**config.mk**
```make
export PLATFORM = sky130hd
export DESIGN_NAME = fetch_stage
export DESIGN_NICKNAME = d
export VERILOG_FILES = /design/src/rtl/fetch_stage_pkg.sv /design/src/rtl/fetch_fifo.sv /design/src/rtl/fetch_stage.sv
export SDC_FILE = /design/constraint.sdc
export NUM_CORES = 1
export LEC_CHECK = 0
export ABC_AREA = 1
export CAP_MARGIN = 25
export CORE_MARGIN = 1
export CORE_UTILIZATION = 35
export DETAILED_ROUTE_END_ITERATION = 6
export PLACE_DENSITY = 0.59
export SETUP_SLACK_MARGIN = 0.15
export SLEW_MARGIN = 5
export SYNTH_ARGS = -nofsm -noshare
export SYNTH_HDL_FRONTEND = slang
export SYNTH_HIERARCHICAL = 1
export SYNTH_SLANG_ARGS = --single-unit
```
**constraint.sdc**
```tcl
create_clock -name clk -period 4.5 [get_ports clk]
set_clock_uncertainty 0.2 [all_clocks]
set_input_delay 0.9 -clock clk [delete_from_list [all_inputs] [get_ports clk]]
set_output_delay 0.9 -clock clk [all_outputs]
set_load 0.1 [all_outputs]
```
**src/rtl/fetch_stage_pkg.sv**
```systemverilog
// Shared definitions for the instruction fetch stage.
//   WORD_WIDTH         instruction / address width
//   BOOT_ADDR_DEFAULT  default PC loaded at reset
//   fetch_state_e      memory-interface FSM states
//   fetch_entry_t      one buffered instruction with its PC
package fetch_stage_pkg;

    localparam int unsigned WORD_WIDTH = 32;
    localparam logic [WORD_WIDTH-1:0] BOOT_ADDR_DEFAULT = 32'h0000_0080;

    typedef enum logic [1:0] {
        FETCH_IDLE,
        FETCH_WAIT_GNT,
        FETCH_WAIT_RVALID,
        FETCH_WAIT_ABORT
    } fetch_state_e;

    typedef struct packed {
        logic [WORD_WIDTH-1:0] instr;
        logic [WORD_WIDTH-1:0] pc;
    } fetch_entry_t;

endpackage

```
**src/rtl/fetch_fifo.sv**
```systemverilog
// Synchronous FIFO buffering fetched instructions.
//   clk, rst_n   clock, asynchronous active-low reset
//   push/data    write one entry (ignored when full)
//   pop          discard head entry (ignored when empty)
//   flush        empty the FIFO; wins over push and pop
//   head         oldest entry
//   count/full/empty  occupancy status
module fetch_fifo #(
    parameter  int unsigned WIDTH = 64,
    parameter  int unsigned DEPTH = 2,
    localparam int unsigned PTR_W = $clog2(DEPTH),
    localparam int unsigned CNT_W = PTR_W + 1
) (
    input  logic             clk,
    input  logic             rst_n,
    input  logic             push,
    input  logic [WIDTH-1:0] push_data,
    input  logic             pop,
    input  logic             flush,
    output logic [WIDTH-1:0] head,
    output logic [CNT_W-1:0] count,
    output logic             full,
    output logic             empty
);

    logic [WIDTH-1:0] mem [DEPTH];
    logic [PTR_W-1:0] wr_ptr;
    logic [PTR_W-1:0] rd_ptr;
    logic             do_push;
    logic             do_pop;

    assign full    = (count == CNT_W'(DEPTH));
    assign empty   = (count == '0);
    assign do_push = push && !full;
    assign do_pop  = pop && !empty;
    assign head    = mem[rd_ptr];

    // NOTE: sequential state uses non-blocking assignments so every flop samples pre-edge values.
    always_ff @(posedge clk or negedge rst_n) begin
        if (!rst_n) begin
            wr_ptr <= '0;
            rd_ptr <= '0;
            count  <= '0;
        end else if (flush) begin
            wr_ptr <= '0;
            rd_ptr <= '0;
            count  <= '0;
        end else begin
            if (do_push) wr_ptr <= wr_ptr + PTR_W'(1);
            if (do_pop)  rd_ptr <= rd_ptr + PTR_W'(1);
            if (do_push && !do_pop)      count <= count + CNT_W'(1);
            else if (do_pop && !do_push) count <= count - CNT_W'(1);
        end
    end

    // NOTE: storage is not reset; occupancy is tracked by count, and the consumer masks the head when empty.
    always_ff @(posedge clk) begin
        if (do_push && !flush) mem[wr_ptr] <= push_data;
    end

endmodule

```
**src/rtl/fetch_stage.sv**
```systemverilog
// Instruction fetch stage: issues word reads, buffers returned words, hands
// one instruction + PC per cycle to the decoder, redirects on branch.
//   clk, rst_n                 clock, asynchronous active-low reset
//   fetch_enable_i             allows new memory requests
//   instr_req_o/addr_o         memory request (address held until grant)
//   instr_gnt_i                request accepted
//   instr_rvalid_i/rdata_i     read response
//   branch_i/branch_addr_i     single-cycle redirect
//   instr_valid_o/ready_i      downstream handshake
//   instr_o/pc_o               instruction word and its address
//   illegal_o                  low bits != 2'b11 flag
// Optional feature: define FETCH_ILLEGAL_CHECK_EN to enable illegal_o;
// otherwise illegal_o is tied low.
module fetch_stage
    import fetch_stage_pkg::*;
#(
    parameter logic [WORD_WIDTH-1:0] BOOT_ADDR  = BOOT_ADDR_DEFAULT,
    parameter int unsigned           FIFO_DEPTH = 2
) (
    input  logic                  clk,
    input  logic                  rst_n,
    input  logic                  fetch_enable_i,
    output logic                  instr_req_o,
    output logic [WORD_WIDTH-1:0] instr_addr_o,
    input  logic                  instr_gnt_i,
    input  logic                  instr_rvalid_i,
    input  logic [WORD_WIDTH-1:0] instr_rdata_i,
    input  logic                  branch_i,
    input  logic [WORD_WIDTH-1:0] branch_addr_i,
    output logic                  instr_valid_o,
    input  logic                  instr_ready_i,
    output logic [WORD_WIDTH-1:0] instr_o,
    output logic [WORD_WIDTH-1:0] pc_o,
    output logic                  illegal_o
);

    localparam int unsigned CNT_W = $clog2(FIFO_DEPTH) + 1;
    // A word arriving this cycle still occupies a slot, so a same-cycle
    // re-request needs count + 1 < FIFO_DEPTH.
    localparam logic [CNT_W-1:0] ROOM_AFTER_PUSH = CNT_W'(FIFO_DEPTH - 1);

    fetch_state_e          state_q, state_d;
    logic [WORD_WIDTH-1:0] fetch_pc_q, fetch_pc_d;
    logic [WORD_WIDTH-1:0] req_addr_q, req_addr_d;   // address of the outstanding request
    logic                  abort_pend_q, abort_pend_d; // branch seen while waiting for grant
    logic                  run_q;                      // keeps req low in the first cycle out of reset
    logic                  issue;
    logic                  push;
    logic                  pop;
    fetch_entry_t          push_entry;
    fetch_entry_t          fifo_head;
    logic [CNT_W-1:0]      fifo_count;
    logic                  fifo_full;
    logic                  fifo_empty;

    // NOTE: every combinational output gets a default first so no path infers a latch.
    always_comb begin
        state_d      = state_q;
        fetch_pc_d   = fetch_pc_q;
        req_addr_d   = req_addr_q;
        abort_pend_d = abort_pend_q;
        issue        = 1'b0;
        push         = 1'b0;
        instr_req_o  = 1'b0;
        instr_addr_o = fetch_pc_q;

        unique case (state_q)
            FETCH_IDLE: begin
                issue = run_q && fetch_enable_i && !fifo_full && !branch_i;
            end
            FETCH_WAIT_GNT: begin
                instr_req_o  = 1'b1;
                instr_addr_o = req_addr_q;
                if (instr_gnt_i) begin
                    abort_pend_d = 1'b0;
                    if (abort_pend_q || branch_i) begin
                        state_d = FETCH_WAIT_ABORT;
                    end else begin
                        state_d    = FETCH_WAIT_RVALID;
                        fetch_pc_d = req_addr_q + WORD_WIDTH'(4);
                    end
                end else if (branch_i) begin
                    abort_pend_d = 1'b1;
                end
            end
            FETCH_WAIT_RVALID: begin
                if (instr_rvalid_i) begin
                    state_d = FETCH_IDLE;
                    if (!branch_i) begin
                        push  = 1'b1;
                        issue = fetch_enable_i && (fifo_count < ROOM_AFTER_PUSH);
                    end
                end else if (branch_i) begin
                    state_d = FETCH_WAIT_ABORT;
                end
            end
            FETCH_WAIT_ABORT: begin
                if (instr_rvalid_i) state_d = FETCH_IDLE;
            end
            default: state_d = FETCH_IDLE;
        endcase

        if (issue) begin
            instr_req_o = 1'b1;
            req_addr_d  = fetch_pc_q;
            if (instr_gnt_i) begin
                state_d    = FETCH_WAIT_RVALID;
                fetch_pc_d = fetch_pc_q + WORD_WIDTH'(4);
            end else begin
                state_d = FETCH_WAIT_GNT;
            end
        end

        // The redirect target overrides any sequential increment.
        if (branch_i) fetch_pc_d = {branch_addr_i[WORD_WIDTH-1:2], 2'b00};
    end

    always_ff @(posedge clk or negedge rst_n) begin
        if (!rst_n) begin
            state_q      <= FETCH_IDLE;
            fetch_pc_q   <= BOOT_ADDR;
            req_addr_q   <= BOOT_ADDR;
            abort_pend_q <= 1'b0;
            run_q        <= 1'b0;
        end else begin
            state_q      <= state_d;
            fetch_pc_q   <= fetch_pc_d;
            req_addr_q   <= req_addr_d;
            abort_pend_q <= abort_pend_d;
            run_q        <= 1'b1;
        end
    end

    assign push_entry = '{instr: instr_rdata_i, pc: req_addr_q};
    // A branch cycle flushes and does not consume, whatever ready says.
    assign pop        = instr_valid_o && instr_ready_i && !branch_i;

    fetch_fifo #(
        .WIDTH ($bits(fetch_entry_t)),
        .DEPTH (FIFO_DEPTH)
    ) u_fifo (
        .clk       (clk),
        .rst_n     (rst_n),
        .push      (push),
        .push_data (push_entry),
        .pop       (pop),
        .flush     (branch_i),
        .head      (fifo_head),
        .count     (fifo_count),
        .full      (fifo_full),
        .empty     (fifo_empty)
    );

    assign instr_valid_o = !fifo_empty;
    assign instr_o       = fifo_empty ? '0 : fifo_head.instr;
    assign pc_o          = fifo_empty ? '0 : fifo_head.pc;

`ifdef FETCH_ILLEGAL_CHECK_EN
    assign illegal_o = instr_valid_o && (instr_o[1:0] != 2'b11);
`else
    assign illegal_o = 1'b0;
`endif

endmodule

```
* Yosys cells after proc, flatten, opt, wreduce, memory -nomap -nowiden
Memories as Yosys holds them, arrays and structs flattened.
Cells that the tools add are included.
** Cells by class
- Add/sub/neg operators :: 6
- $mul :: 0
- Divide/modulo/power cells :: 0
- Order comparisons :: 1
- Equality and inequality tests :: 7
- Shifts and indexed selects :: 0
- Mux-type cells :: 36
- Bitwise logic cells :: 0
- Reduce and logical (&&, ||, !) cells :: 26
** Operators with widths (number)
- 32-bit 2-to-1 mux :: 9
- 32-bit by 3-bit adder with 32-bit output, second input constant :: 2
- 2-bit 2-to-1 mux :: 9
- 1-bit 2-to-1 mux :: 16
- 1-bit logical AND :: 11
- 2-bit equality test, second input constant :: 3
- 3-bit inequality test, second input constant :: 2
- 2-bit case mux with 3 select lines :: 1
- 2-bit nonzero test :: 3
- 1-bit logical NOT :: 5
- 2-bit logical NOT :: 2
- 4-bit inequality test, second input constant :: 1
- 4-bit AND reduction :: 1
- 4-bit nonzero test :: 1
- 3-bit nonzero test :: 1
- 1-bit adder, second input constant :: 2
- 2-bit by 1-bit adder with 2-bit output, second input constant :: 1
- 2-bit by 1-bit equality test with 1-bit output, second input constant :: 1
- 2-bit by 1-bit < comparator with 1-bit output, second input constant :: 1
- 1-bit case mux with 2 select lines :: 1
- 2-bit AND reduction :: 1
- 2-bit by 1-bit subtractor with 2-bit output, second input constant :: 1
- 1-bit logical OR :: 1
** Storage, ports and cells
- Bits in registers :: 72
- Latch bits :: 0
- Bits in writable memories :: 128
- ROM bits :: 0
- Output and inout bits :: 99
- Memories :: 1
** Memories
- u_fifo.mem :: depth 2, bits a word 64, read ports 1, clocked after memory_dff 0, write ports 1, line fetch_fifo.sv:26 : logic [WIDTH-1:0] mem [DEPTH];

* Depth between registers and ports, before layout
Gate-level depths: netlist (run 1).
- Depth after elaboration :: 9
- Mapped depth :: 12
- Gate-level depth less buffers :: 12

* Cells and area by module
Netlist (run 1), hierarchy kept.
** Modules (own cells, without submodules)
- fetch_stage :: times used 1, cells an instance 1001, area each 5811.8 um^2, sequential area each 1704.1 um^2
- fetch_fifo :: times used 1, cells an instance 376, area each 4897.2 um^2, sequential area each 3943.8 um^2

* Worst setup path before layout (run 1)
OpenSTA, ideal clock, no wires.
- Kind :: in2reg
- From :: in branch_i
- To :: mem u_fifo.mem[0][0], enable pin
- Library setup time :: 486 ps
- Arrival time :: 4135 ps
- Required time :: 3814 ps
- Setup slack :: -321 ps
- Stages :: 6
- Path buffers :: 1
- Cell sequence :: buf_6 -> nor2_2 -> inv_1 -> a21oi_2 -> nand2_1 -> nor2_1
** On the way
- Longest elaborated chain between the ends :: 7
** RTL lines
- start, declared :: line fetch_stage.sv:28 : input logic branch_i,
- 1-bit 2-to-1 mux :: line fetch_stage.sv:89 : if (!branch_i) begin
- 1-bit 2-to-1 mux :: line fetch_stage.sv:87 : if (instr_rvalid_i) begin
- 1-bit 2-to-1 mux :: line fetch_stage.sv:67 : unique case (state_q)
- via push :: line fetch_stage.sv:48 : logic push;
- 1-bit logical AND :: line fetch_fifo.sv:34 : assign do_push = push && !full;
- 1-bit logical AND :: line fetch_fifo.sv:58 : if (do_push && !flush) mem[wr_ptr] <= push_data;
- 1-bit 2-to-1 mux :: line fetch_fifo.sv:58
- 1-bit 2-to-1 mux (not written as such) :: line fetch_fifo.sv:58
- end, declared :: line fetch_fifo.sv:26
The timed path passes the listed nets, and every way through them passes these cells.

* Worst setup path in the final report (run 1)
- From :: reg state_q[1]
- To :: out instr_addr_o[19]
** On the way
- Longest elaborated chain between the ends :: 2
** RTL lines
- start, declared :: line fetch_stage.sv:42 : fetch_state_e state_q, state_d;
- start signal, assigned :: line fetch_stage.sv:126 : state_q <= state_d;
- 2-bit by 1-bit equality test with 1-bit output :: line fetch_stage.sv:67
- 32-bit 2-to-1 mux :: line fetch_stage.sv:67
- end, declared :: line fetch_stage.sv:24 : output logic [WORD_WIDTH-1:0] instr_addr_o,
No other way between the ends.

==> results of run 1 <==
[cell usage in the layout (no fill, tap or decap), drive strengths merged, types with 20 or more instances in the layout]
master / n
nand2: 516
dfrtp: 70
buf: 115
edfxtp: 128
nor2: 169
nand4: 20
clkdlybuf4s50: 68
inv: 167
nand3: 108
o21ai: 95
[per-layer routing]
| layer | GRT usage [%] | vias to the layer above | routed length [um] |
|---|---|---|---|
| li1 | - | 4695 | - |
| met1 | 27.7 | 4204 | 14100 |
| met2 | 30.5 | 284 | 13400 |
| met3 | 3.65 | 26 | 1760 |
| met4 | 5.14 | 0 | 505 |
| met5 | 0 | - | 0 |
[per-stage QoR]
stage | hold slack [ps] | setup slack [ps]
finish | 122 | 809
global route | 106 | 652
CTS | 110 | 816
detailed placement | 293 | 1020
global placement | 288 | 1070
floorplan | 242 | 268
[registers in the layout, summed over array words and instances (netlist names), named ones only]
name,cells
run_q,1
abort_pend_q,1
req_addr_q,32
state_q,2
u_fifo/wr_ptr,1
u_fifo/rd_ptr,1
u_fifo/count,2
fetch_pc_q,19
u_fifo/mem,128
[area by class of cell]
class | count | share of cell area [%]
Clock buffer | 17 | 3.23
Timing Repair Buffer | 183 | 12.1
Sequential cell | 200 | 42.8
Tap cell | 390 | 3.70
Clock inverter | 15 | 1.52
Inverter | 157 | 4.47
Multi-Input combinational cell | 967 | 32.2
[worst reg2reg max path, cell delays in order (launching register included)]
cell and delay (ps):
dfrtp_1 450, inv_1 90, ha_1 240, nand2_1 90, nor2_2 50, nand2_1 130, nand2_1 110, nand2_2 80
buf_4 620, o21ai_0 260, nand2_1 190, nor2_1 50, a21oi_1 110
[worst min path at each step]
stage | cells after the start | to | slack [ps] | start
global placement | 0 | u_fifo/mem[1][1] | 290 | req_addr_q[1]
floorplan | 0 | u_fifo/mem[0][0] | 240 | req_addr_q[0]
CTS | 1 | async pin | 110 | rst_n
detailed placement | 0 | u_fifo/mem[0][1] | 290 | req_addr_q[1]
global route | 1 | async pin | 110 | rst_n
finish | 1 | async pin | 120 | rst_n
[kinds of logic (layout without fill, tap and decap cells)]
| group | Yosys count | in the layout |
|---|---|---|
| other | 2 | 2 |
| AO/OA/AOI/OAI | 128 | 128 |
| buffers and inverters | 210 | 372 |
| AND/OR/NAND/NOR | 823 | 823 |
| adder cells (fa/ha/maj) | 6 | 6 |
| XOR/XNOR | 8 | 8 |
| flip-flops | 200 | 200 |
[power by group]
part           switching, mW  total (mW)  internal, mW  leakage [nW]
Clock                  0.824        1.60         0.774         0.303
Combinational           2.88        3.66         0.780          3.48
Sequential             0.412        2.70          2.29          2.06
==> results.json, run 1 <==
{
  "status": "completed",
  "yosysTopAreaCellShare_pct": 35.9,
  "grt_pass1_wl_mm": 46.6,
  "path_buf_inv": 3,
  "synth_flop_cell": "edfxtp_1",
  "cp_max_fo": 32,
  "yosysMostFrequentCell": "nand2_1",
  "overflow": 0,
  "hold_viol": 0,
  "multi_input_area_um2": 4240,
  "die_area_um2": 31300,
  "synth_area_um2": 10700,
  "critical_path.top_delay_family": "buffers and inverters",
  "reg2reg_setup_slack_ps": 1770,
  "synthAdderAreaFrac_pct": 0.701,
  "leakagePower_nw": 5.84,
  "routabilityCongestion": 0.909,
  "critical_path_required_ps": 3400,
  "core_area_um2": 29900,
  "antennaDiodeCount": 0,
  "slowest_stage": "ha_2",
  "setup-violations-final": 0,
  "synth-simple-area-share_pct": 31.5,
  "synth-xor-area-share_pct": 0.654,
  "clkTransAtPathRegs_ps": 90,
  "synth_seq_cells": 200,
  "critPathArrivalTime_ps": 2590,
  "final_cells": 1929,
  "power_mw": 7.96,
  "grt_antenna_before_repair": 0,
  "r2r_cells": 12,
  "finalCriticalPeriod_ps": 3690,
  "crit_top_cell": "buf_4",
  "drt-pass1-iter-count": 5,
  "fin_nets": 1603,
  "synth_top_family_by_area": "simple AND/OR/NAND/NOR gates",
  "path_depth": 6,
  "slew_headroom_pct": 31.6,
  "start_util_pct": 35.8,
  "drc": 0,
  "peakVddDrop_v": 0.000353,
  "rsz0062_at_grt": "no",
  "setup.worst_path.end": "instr_addr_o[19]",
  "portBuffers": 166,
  "root_buffer": "clkbuf_16",
  "row_count": 63,
  "fin_crit_sh_pct": 82.0,
  "r2r-end": "state_q[1]",
  "post-route-util_pct": 44.1,
  "asyncSetResetFlopFracSynth_pct": 36.0,
  "syn_inst": 1377,
  "grt_pass1_vias": 8506,
  "drive_gt1_share_pct": 11.5,
  "max_cap_violations": 0,
  "critPathKind": "reg -> out",
  "place_area_um2": 12600,
  "avgSynthCellArea_um2": 7.78,
  "htree_levels": 4,
  "fill_cells": 3004,
  "slowest_delay_ps": 560,
  "tritoncts": "done",
  "ys_seq_area_share_pct": 52.7,
  "startpoint": "state_q[1]",
  "synth_cell_types": 38,
  "fin_tns_setup_ps": 0,
  "grt_use_total_pct": 19.5,
  "viasPerCell": 4.77,
  "tightest_slew_ps": 1020,
  "syn_nets": 1454,
  "yosys-mux-area-fraction_pct": 0,
  "cts.repair.resized": 0,
  "ys_top_cells_by_count": "513 x nand2_1, 160 x nor2_1, 154 x inv_1",
  "regArea_um2": 5650,
  "dp_hpwl_mm": 21.4,
  "grt_max_degree": 86,
  "area_growth_pct": 23.1,
  "wl_per_cell_um": 15.4,
  "synth_edf_count": 128,
  "die_h_um": 177,
  "max_clock_freq_mhz": 271,
  "stdcell_area_um2": 13200,
  "ant_nets": 0,
  "synth_top_area_cell": "edfxtp_1",
  "clk_latency_ps": 440,
  "clock_sinks": 200,
  "cts_buffer_depth": 2,
  "start_kind": "register",
  "powerDensity_nw_per_um2": 604,
  "synth.area.top_cells": "edfxtp_1 36%, nand2_1 18%, dfrtp_1 16%",
  "initialDrtViolationCount": 716,
  "post_cts_buffers": 0,
  "vias": 9209,
  "yosys_warnings": 6,
  "drt_wl_total_mm": 29.7,
  "finalMaxSlewViolations": 0,
  "worstReg2RegStart": "state_q[0]",
  "place_inst": 1897,
  "min_path_type": "in -> async",
  "path_cells": "inv_1 -> ha_2 -> buf_4 -> nand2_1 -> o21ai_0 -> buf_4",
  "synth_compound_area_share_pct": 6.43,
  "cts_buffers": 17,
  "end_kind": "primary output",
  "holdBufCountCts": 0,
  "io_pins": 170,
  "die_w_um": 177
}
(Power assumes the default switching activity.)
==> run 2, diff against run 1 <==
PLACE_DENSITY = 0.57   (was 0.59)
clock period = 3.8 ns   (was 4.5 ns; I/O delays follow)
==> results.json, run 2 (synthesized netlist as in run 1, its figures left out) <==
{
  "wl_per_cell_um": 15.4,
  "rsz0062_at_grt": "no",
  "max_clock_freq_mhz": 302,
  "drt-pass1-iter-count": 5,
  "startpoint": "state_q[1]",
  "r2r_cells": 8,
  "grt_pass1_vias": 8648,
  "clkTransAtPathRegs_ps": 80,
  "grt_use_total_pct": 19.9,
  "die_w_um": 177,
  "critical_path.top_delay_family": "buffers and inverters",
  "clock_sinks": 200,
  "area_growth_pct": 32.5,
  "r2r-end": "fetch_pc_q[8]",
  "place_inst": 1897,
  "min_path_type": "in -> async",
  "slowest_stage": "buf_4",
  "cts.repair.resized": 0,
  "start_kind": "register",
  "initialDrtViolationCount": 736,
  "path_buf_inv": 3,
  "crit_top_cell": "buf_4",
  "leakagePower_nw": 6.13,
  "setup.worst_path.end": "instr_addr_o[13]",
  "critical_path_required_ps": 2840,
  "clk_latency_ps": 440,
  "die_area_um2": 31300,
  "routabilityCongestion": 0.934,
  "setup-violations-final": 0,
  "timing.hold.ws_ps": 155,
  "htree_levels": 4,
  "portBuffers": 166,
  "tightest_slew_ps": 736,
  "path_depth": 6,
  "fin_nets": 1604,
  "drive_gt1_share_pct": 11.6,
  "tritoncts": "done",
  "largestRegisters": "u_fifo/mem: 128 flops, req_addr_q: 32 flops, fetch_pc_q: 19 flops",
  "drt_wl_total_mm": 29.7,
  "cts_buffer_depth": 2,
  "slowest_delay_ps": 490,
  "row_count": 63,
  "dp_slack_ps": 368,
  "cts_buffers": 17,
  "powerDensity_nw_per_um2": 712,
  "final_common_cell": "nand2_1",
  "timing.final.ws_setup_ps": 488,
  "core_area_um2": 29900,
  "io_pins": 170,
  "grt_pass1_wl_mm": 47.8,
  "regMostFlops": "u_fifo/mem",
  "peakVddDrop_v": 0.000339,
  "critPathKind": "reg -> out",
  "worstReg2RegStart": "state_q[1]",
  "status": "completed",
  "drc": 0,
  "reg2reg_setup_slack_ps": 1030,
  "antennaDiodeCount": 0,
  "post_cts_buffers": 0,
  "fill_cells": 2874,
  "cp_max_fo": 62,
  "slew_headroom_pct": 50.9,
  "finalCriticalPeriod_ps": 3310,
  "viasPerCell": 4.76,
  "die_h_um": 177,
  "fin_crit_sh_pct": 87.1,
  "final_cell_mix": "513 x nand2_1, 157 x nor2_1, 153 x inv_1",
  "final_cells": 1930,
  "finalMaxSlewViolations": 0,
  "grt_antenna_before_repair": 0,
  "largest_register_ffs": 128,
  "root_buffer": "clkbuf_16",
  "ant_nets": 0,
  "end_kind": "primary output",
  "max_cap_violations": 0,
  "critPathArrivalTime_ps": 2350,
  "grt_max_degree": 65,
  "vias": 9190,
  "start_util_pct": 35.8,
  "overflow": 0,
  "hold_viol": 0,
  "dp_hpwl_mm": 21.3,
  "path_cells": "inv_1 -> ha_2 -> buf_4 -> nand2_1 -> o21ai_1 -> buf_4",
  "holdBufCountCts": 0
}
[run 2: worst min-delay path by stage]
stage / from / endpoint / slack, ps / cells after the start
global route: rst_n / fetch_pc_q[17] / 190 / 1
finish: rst_n / fetch_pc_q[18] / 150 / 1
global placement: req_addr_q[0] / u_fifo/mem[1][0] / 310 / 0
detailed placement: fetch_pc_q[1] / fetch_pc_q[1] / 320 / 2
CTS: rst_n / fetch_pc_q[18] / 170 / 1
floorplan: req_addr_q[0] / u_fifo/mem[0][0] / 240 / 0
[run 2: report_power, final]
| part | switching, mW | internal (mW) | total, mW | leakage, nW |
|---|---|---|---|---|
| clock | 0.895 | 1.01 | 1.90 | 0.304 |
| combinational | 3.53 | 1.47 | 5.00 | 3.77 |
| sequential | 0.497 | 2.71 | 3.21 | 2.06 |
| total | 4.92 | 5.19 | 10.1 | 6.13 |
[run 2: metrics by stage]
step	instance area (um^2)	setup TNS, ps	power [mW]	utilization, %
final	14200	0	10.1	47.5
after global routing	14200	0	10.6	47.5
after CTS	14200	0	10.2	47.5
after detailed placement	13600	0	8.26	45.4
after global placement	13600	0	8.21	45.4
after floorplan	10700	-583	6.47	-
[run 2: area by class of cell]
type | count | area (um^2) | area share [%]
clock buffer | 17 | 425 | 3.00
clock inverter | 15 | 201 | 1.42
inverter | 157 | 589 | 4.15
multi-input combinational | 967 | 4240 | 29.9
sequential | 200 | 5650 | 39.8
tap | 390 | 488 | 3.44
timing repair buffer | 184 | 2600 | 18.3
[run 2: routing by layer]
layer / vias to the layer above / track usage, % / wire length [um]
met5: - / 0 / 0
met4: 0 / 6.97 / 802
met3: 42 / 3.29 / 1620
met2: 289 / 30.3 / 13000
met1: 4170 / 28.4 / 14300
li1: 4689 / - / -
